### config.mk
export PLATFORM = sky130hd
export DESIGN_NAME = mem_access_unit_flat
export DESIGN_NICKNAME = d
export VERILOG_FILES = /design/src/rtl/mem_access_if.sv /design/src/rtl/mem_access_unit.sv /design/src/flat_wrapper.sv
export SDC_FILE = /design/constraint.sdc
export NUM_CORES = 1
export LEC_CHECK = 0
export CORE_UTILIZATION = 33
export DETAILED_ROUTE_END_ITERATION = 7
export GPL_TIMING_DRIVEN = 0
export PLACE_DENSITY_LB_ADDON = 0.25
export SLEW_MARGIN = 20
export SYNTH_ARGS = -nofsm -noshare
export SYNTH_HDL_FRONTEND = slang
export SYNTH_SLANG_ARGS = --single-unit
### constraint.sdc
create_clock -name clk -period 2.9 [get_ports clk]
set_clock_uncertainty 0.2 [all_clocks]
set_input_delay 0.58 -clock clk [delete_from_list [all_inputs] [get_ports clk]]
set_output_delay 0.58 -clock clk [all_outputs]
set_load 0.01 [all_outputs]
### src/rtl/mem_access_if.sv
// Request/response handshake bundle between the execute stage and the memory-access unit.
// The execute stage is the master; the memory-access unit is the slave.
interface mem_access_if #(
   parameter int REQ_AW = 16,
   parameter int DW     = 16
);
   logic              req_valid;
   logic              req_ready;
   logic              req_we;
   logic [REQ_AW-1:0] req_addr;
   logic [DW-1:0]     req_wdata;
   logic              rsp_valid;
   logic              rsp_ready;
   logic [DW-1:0]     rsp_rdata;
   logic              rsp_err;

   modport master (
      output req_valid, req_we, req_addr, req_wdata, rsp_ready,
      input  req_ready, rsp_valid, rsp_rdata, rsp_err
   );

   modport slave (
      input  req_valid, req_we, req_addr, req_wdata, rsp_ready,
      output req_ready, rsp_valid, rsp_rdata, rsp_err
   );
endinterface

### src/rtl/mem_access_unit.sv
// Memory-access stage sitting in front of a 2**AW x DW data RAM.
// Takes one load/store at a time, range-checks the word address, drives the
// RAM port for exactly one cycle per access and hands back data or a fault.
// Every output is registered; the combinational process computes next values
// and the sequential process captures them.
module mem_access_unit #(
   parameter int AW     = 9,
   parameter int DW     = 16,
   parameter int REQ_AW = 16,
   parameter int ECW    = 8
) (
   input  logic           clk,
   input  logic           rst_n,
   mem_access_if.slave    bus,
   output logic [ECW-1:0] err_cnt,
   output logic           m_wr_en,
   output logic [AW-1:0]  m_addr,
   output logic [DW-1:0]  m_wdata,
   input  logic [DW-1:0]  m_rdata
);

   typedef enum logic [1:0] {
      IDLE,
      RD,
      WR,
      RSP
   } state_t;

   state_t          state, state_d;
   logic            req_ready_q, req_ready_d;
   logic            rsp_valid_q, rsp_valid_d;
   logic [DW-1:0]   rsp_rdata_q, rsp_rdata_d;
   logic            rsp_err_q,   rsp_err_d;
   logic [ECW-1:0]  err_cnt_d;
   logic            wr_en_d;
   logic [AW-1:0]   addr_d;
   logic [DW-1:0]   wdata_d;
   logic            addr_fault;

   // Any set bit above the RAM word range is a fault; upper bits never alias into the RAM.
   assign addr_fault = (bus.req_addr >> AW) != '0;

   assign bus.req_ready = req_ready_q;
   assign bus.rsp_valid = rsp_valid_q;
   assign bus.rsp_rdata = rsp_rdata_q;
   assign bus.rsp_err   = rsp_err_q;

   // Next-state and next-output logic; everything holds unless a state says otherwise.
   always_comb begin
      state_d     = state;
      rsp_rdata_d = rsp_rdata_q;
      rsp_err_d   = rsp_err_q;
      err_cnt_d   = err_cnt;
      wr_en_d     = m_wr_en;
      addr_d      = m_addr;
      wdata_d     = m_wdata;

      case (state)
         IDLE: begin
            if (bus.req_valid) begin
               addr_d  = bus.req_addr[AW-1:0];
               wdata_d = bus.req_wdata;
               if (addr_fault) begin
                  state_d     = RSP;
                  rsp_err_d   = 1'b1;
                  rsp_rdata_d = '0;
                  if (err_cnt != {ECW{1'b1}})
                     err_cnt_d = err_cnt + ECW'(1);
               end else if (bus.req_we) begin
                  state_d = WR;
                  wr_en_d = 1'b1;
               end else begin
                  state_d = RD;
               end
            end
         end
         RD: begin
            rsp_rdata_d = m_rdata;
            rsp_err_d   = 1'b0;
            state_d     = RSP;
         end
         WR: begin
            wr_en_d     = 1'b0;
            rsp_rdata_d = '0;
            rsp_err_d   = 1'b0;
            state_d     = RSP;
         end
         RSP: begin
            if (bus.rsp_ready)
               state_d = IDLE;
         end
         default: state_d = IDLE;
      endcase

      req_ready_d = (state_d == IDLE);
      rsp_valid_d = (state_d == RSP);
   end

   // State and registered outputs; a low rst_n at the edge wins over everything.
   // A write already underway has committed at the preceding negedge, so clearing
   // m_wr_en here never cancels it.
   always_ff @(posedge clk) begin
      if (!rst_n) begin
         state       <= IDLE;
         req_ready_q <= 1'b1;
         rsp_valid_q <= 1'b0;
         rsp_rdata_q <= '0;
         rsp_err_q   <= 1'b0;
         err_cnt     <= '0;
         m_wr_en     <= 1'b0;
         m_addr      <= '0;
         m_wdata     <= '0;
      end else begin
         state       <= state_d;
         req_ready_q <= req_ready_d;
         rsp_valid_q <= rsp_valid_d;
         rsp_rdata_q <= rsp_rdata_d;
         rsp_err_q   <= rsp_err_d;
         err_cnt     <= err_cnt_d;
         m_wr_en     <= wr_en_d;
         m_addr      <= addr_d;
         m_wdata     <= wdata_d;
      end
   end

endmodule

### src/flat_wrapper.sv
// flat-port wrapper written by rule: the top's interface ports become plain ports
module mem_access_unit_flat 
#(
   parameter int AW     = 9,
   parameter int DW     = 16,
   parameter int REQ_AW = 16,
   parameter int ECW    = 8
)
  (clk, rst_n, err_cnt, m_wr_en, m_addr, m_wdata, m_rdata, bus_req_valid, bus_req_we, bus_req_addr, bus_req_wdata, bus_rsp_ready, bus_req_ready, bus_rsp_valid, bus_rsp_rdata, bus_rsp_err);
  mem_access_if #(.REQ_AW(REQ_AW), .DW(DW)) bus_i ();
  input  logic clk;
  input  logic rst_n;
  output logic [ECW-1:0] err_cnt;
  output logic m_wr_en;
  output logic [AW-1:0] m_addr;
  output logic [DW-1:0] m_wdata;
  input  logic [DW-1:0] m_rdata;
  input wire logic [$bits(bus_i.req_valid)-1:0] bus_req_valid;
  input wire logic [$bits(bus_i.req_we)-1:0] bus_req_we;
  input wire logic [$bits(bus_i.req_addr)-1:0] bus_req_addr;
  input wire logic [$bits(bus_i.req_wdata)-1:0] bus_req_wdata;
  input wire logic [$bits(bus_i.rsp_ready)-1:0] bus_rsp_ready;
  output wire logic [$bits(bus_i.req_ready)-1:0] bus_req_ready;
  output wire logic [$bits(bus_i.rsp_valid)-1:0] bus_rsp_valid;
  output wire logic [$bits(bus_i.rsp_rdata)-1:0] bus_rsp_rdata;
  output wire logic [$bits(bus_i.rsp_err)-1:0] bus_rsp_err;
  assign bus_i.req_valid = bus_req_valid;
  assign bus_i.req_we = bus_req_we;
  assign bus_i.req_addr = bus_req_addr;
  assign bus_i.req_wdata = bus_req_wdata;
  assign bus_i.rsp_ready = bus_rsp_ready;
  assign bus_req_ready = bus_i.req_ready;
  assign bus_rsp_valid = bus_i.rsp_valid;
  assign bus_rsp_rdata = bus_i.rsp_rdata;
  assign bus_rsp_err = bus_i.rsp_err;
  mem_access_unit #(.AW(AW), .DW(DW), .REQ_AW(REQ_AW), .ECW(ECW)) u_core (.clk(clk), .rst_n(rst_n), .bus(bus_i), .err_cnt(err_cnt), .m_wr_en(m_wr_en), .m_addr(m_addr), .m_wdata(m_wdata), .m_rdata(m_rdata));
endmodule
# Word-level counts from Yosys, hierarchy flattened
# Cells that the tools add are included.
[totals]
register_bits = 55
in_bits = 53
[op_classes]
addsub = 1
n_eq_ne = 9
reduce_logical = 12
muxes = 15
[ops]
columns = ["operator", "count"]
rows = [
  ["$pmux W16 S3", 1],
  ["$mux W16", 2],
  ["$reduce_bool A16 Y1", 1],
  ["$add A8 B1 Y8 const B", 1],
  ["$mux W2", 4],
  ["$ne A8 B8 Y1 const B", 1],
  ["$reduce_and A4 Y1", 2],
  ["$eq A2 B2 Y1 const B", 3],
  ["$ne A2 B2 Y1 const B", 3],
  ["$pmux W2 S3", 1],
  ["$reduce_and A3 Y1", 2],
  ["$mux W1", 5],
  ["$logic_not A2 Y1", 2],
  ["$pmux W1 S2", 2],
  ["$reduce_bool A2 Y1", 2],
  ["$reduce_bool A3 Y1", 1],
  ["$eq A2 B1 Y1 const B", 1],
  ["$ne A2 B1 Y1 const B", 1],
  ["$reduce_and A2 Y1", 1],
  ["$reduce_or A2 Y1", 1],
]

# Logic depth before layout (Yosys ltp)
[logic_depth]
ltp_word = 5
mapped_depth = 8
ltp_nobuf = 6

# Worst setup path before layout
# OpenSTA, ideal clock, no wires.
[synth_path]
path_type = "input -> register"
start = "input bus_req_addr[10]"
end = "register u_core.rsp_err_q, in the netlist u_core.bus.rsp_err"
n_path_buf = 2
setup_time_ns = 0.079
path_slack_ns = 0.805
cell_stages = 5
required_ns = 2.621
arrival_ns = 1.816
cell_sequence = "or4_4 > o211a_1 > buf_6 > buf_6 > a211oi_2"
[synth_between]
elab_chain_cells = 3
[synth_rtl]
columns = ["item", "line", "source"]
rows = [
  ["start, declared", "flat_wrapper.sv:20", "input wire logic [$bits(bus_i.req_addr)-1:0] bus_req_addr;"],
  ["$reduce_bool A16 Y1", "mem_access_unit.sv:41", "assign addr_fault = (bus.req_addr >> AW) != '0;"],
  ["$ne A2 B1 Y1 (no source line)", "n/a", ""],
  ["$reduce_and A3 Y1 (no source line)", "n/a", ""],
  ["end signal, assigned", "mem_access_unit.sv:118", "rsp_err_q <= rsp_err_d;"],
  ["end, declared", "mem_access_unit.sv:33", "logic rsp_err_q, rsp_err_d;"],
]
# No other way between the ends.
# A chain may end at the register's enable or synchronous reset.

# Final worst setup path
[layout_path]
start = "input bus_req_valid"
end = "register u_core.err_cnt[5]"
[layout_between]
elab_chain_cells = 1
[layout_rtl]
columns = ["item", "line", "source"]
rows = [
  ["start, declared", "flat_wrapper.sv:18", "input wire logic [$bits(bus_i.req_valid)-1:0] bus_req_valid;"],
  ["$reduce_and A4 Y1 (no source line)", "n/a", ""],
  ["end signal, assigned", "mem_access_unit.sv:119", "err_cnt <= err_cnt_d;"],
  ["end, declared", "mem_access_unit.sv:15", "output logic [ECW-1:0] err_cnt,"],
]
# No other way between the ends.

==> qor.txt <==
status -> finished, violations left
violated checks -> DRC
GR Util All Layers -> 17.6%
Remaining Overflow, GRT -> 0
Root Buffer -> clkbuf_8
gpl congestion -> 0.814
Worst-Skew Late Latency -> 0.30 ns
width of the die -> 84.2 um
routed wl met2 -> 3010 um
placeable core region -> 0.00642 mm2
cell taking the most area after synthesis -> dfxtp_1
setup violators final -> 0
Worst Tran Pin Value -> 0.542 ns
Clk pin slew, worst setup/hold paths -> 0.09 ns
WL final -> 6050 um
# hold bufs at CTS -> 0
Sink Count -> 55
post-synthesis average cell area -> 8.28 um2
Crit Path Max Fanout -> 10
metal3 WL -> 445 um
post-route ant nets -> 0
final non-filler cell total -> 459
Max-Slew Margin vs Limit -> 63.9%
FILL cells -> 603
# DRC -> 12
worst path arrival time -> 2.47 ns
Worst path max stage delay -> 0.58 ns
largest net degree at the start of global routing -> 18
Iter 0 DRT Violations -> 100
synth warn -> 0
post-synth cell types -> 41
CTS tree -> built
Placed Area -> 0.00338 mm2
fraction of layout cells with a size suffix above 1 -> 4.71%
Final Hold Viols -> 0
I/O pin count -> 106
antenna violations before repair -> 0
Lkg Pwr -> 1.21 nW
peak supply drop -> 0.316 mV
P&R area growth vs syn -> 56.5%
fmax -> 411 MHz
starting density of the core -> 34.7%
H-tree depth -> 2
routed len/inst -> 13.2 um
die area -> 0.00709 mm2
Synth Cell Area -> 0.00223 mm2
setup ws final -> 0.466 ns
commonest non-fill, non-tap cell in the layout -> clkdlybuf4s50_1
Tcrit/Tclk final -> 83.9%
Post-DP HPWL -> 4510 um
PwrDens -> 713 mW/mm2
postcts setup bufs -> 0
Nets -> 440
Slew Viols, Final -> 0
Synth area leaders -> dfxtp_1, nand2_1, a21oi_1
CTS Buf Count -> 5
final hold slack -> 0.254 ns
vias in the first global route -> 2246
post-synthesis register bit count -> 55
CP endpoint kind -> flop
Setup WS pre-CTS -> 0.162 ns
post-route cell area -> 0.00349 mm2
Pre-Repair DR Iteration Count -> 7
crit path time final -> 2.43 ns
synthesized netlist cell count -> 269
Worst setup SP type -> input port
Syn Nets -> 328
most frequent CP cell -> buf_2
CTS resizes -> 0
vias per inst -> 4.98
clock buffer depth -> 2
met1 wire length -> 2570 um
# rows -> 29
IO buf count -> 105
die height -> 84.2 um
Hold Path Class -> flop to flop
max-cap viol count -> 0
commonest cells after routing, fill and taps aside -> clkdlybuf4s50_1, nand2_1, dfxtp_1
Placed Cells -> 451
slowest CP cell -> clkdlybuf4s50_1
critical path class -> input port to flop
CP cell instances -> clkdlybuf4s50_1 > and2_1 > buf_2 > o21ai_2 > buf_2 > nor4_1 > mux2i_1
RSZ-0062 raised after global routing -> false
vias -> 2287
ANT cells -> 0
worst path required time -> 2.93 ns
Top Metal Used -> met4
Synth top area share -> 49.4%
global-route wire length before repair -> 10100 um
sum of negative setup slack -> 0 ns
sequential-to-total area share from yosys stat -> 49.4%
worst max-delay path: cells and delay by family:
family | cells | cell delay, ns
compound gates | 1 | 0.12
buf+inv | 3 | 0.98
mux | 1 | 0.22
simple gates | 2 | 0.55
Yosys cell counts (all sizes together):
cell / instances
nand2: 73
dfxtp: 55
a21oi: 47
nand3: 21
buf: 9
clkbuf: 9
ha: 6
inv: 5
or4: 5
o21ai: 4
and2: 3
o211ai: 3
o31ai: 3
a211oi: 2
nand2b: 2
nor2: 2
nor3: 2
or3: 2
a311oi: 1
mux2: 1
mux2i: 1
nand3b: 1
nand4: 1
nand4b: 1
nor2b: 1
nor4: 1
o211a: 1
o21a: 1
o21bai: 1
o311a: 1
o32ai: 1
o41ai: 1
or2: 1
or4b: 1
layout make-up:
cell class              instances  area (um2)  share of cell area, %
flip-flops and latches         55        1100                   31.6
clock buffers                   6        72.6                   2.08
clock inverters                 2        38.8                   1.11
inverters                       5        18.8                  0.538
repair buffers                105        1050                   30.1
multi-input cells             191        1020                   29.2
plain buffers                  18        88.8                   2.55
well taps                      77        96.3                   2.76
flip-flops by register name, indices dropped and copies added (netlist names):
register / cells
u_core.m_addr: 9
u_core.bus.rsp_valid: 1
u_core.err_cnt: 8
u_core.state: 2
u_core.m_wr_en: 1
u_core.bus.rsp_rdata: 16
u_core.m_wdata: 16
u_core.bus.req_ready: 1
u_core.bus.rsp_err: 1
per-layer routing:
layer / track usage, % / up-vias
met5: 0 / -
met4: 4.39 / 0
met3: 4.92 / 2
met2: 31.5 / 60
met1: 20.7 / 1080
li1: - / 1145
cell families after synthesis:
logic type	share of synthesized area, %
flops	49.4
buf+inv	4.83
simple gates	23.9
compound gates	17.5
fa+ha+maj	3.37
mux	0.955
where the power goes:
part / switching, mW / leakage [nW] / internal (mW)
Clock: 0.255 / 0.0558 / 0.262
Combinational: 0.530 / 0.702 / 0.484
Sequential: 0.0732 / 0.449 / 0.884
Total: 0.857 / 1.21 / 1.63
through the flow:
step,total power [mW],util [%]
detailed placement,2.00,52.6
global placement,1.98,52.6
finish,2.49,54.3
CTS,2.52,54.3
global route,2.66,54.3
floorplan,1.55,-
path summary, 6_finish.rpt:
path	start	end	slack [ns]	depth (start not counted)
hold / removal	u_core.bus.rsp_rdata[8]	u_core.bus.rsp_rdata[8]	0.25	2
setup / recovery	bus_req_valid	u_core.err_cnt[5]	0.47	7
setup reg to reg	u_core.state[1]	u_core.err_cnt[5]	0.60	8
hold reg to reg	u_core.bus.rsp_rdata[8]	u_core.bus.rsp_rdata[8]	0.25	2
No activity file was read; power rests on OpenSTA's default activity.
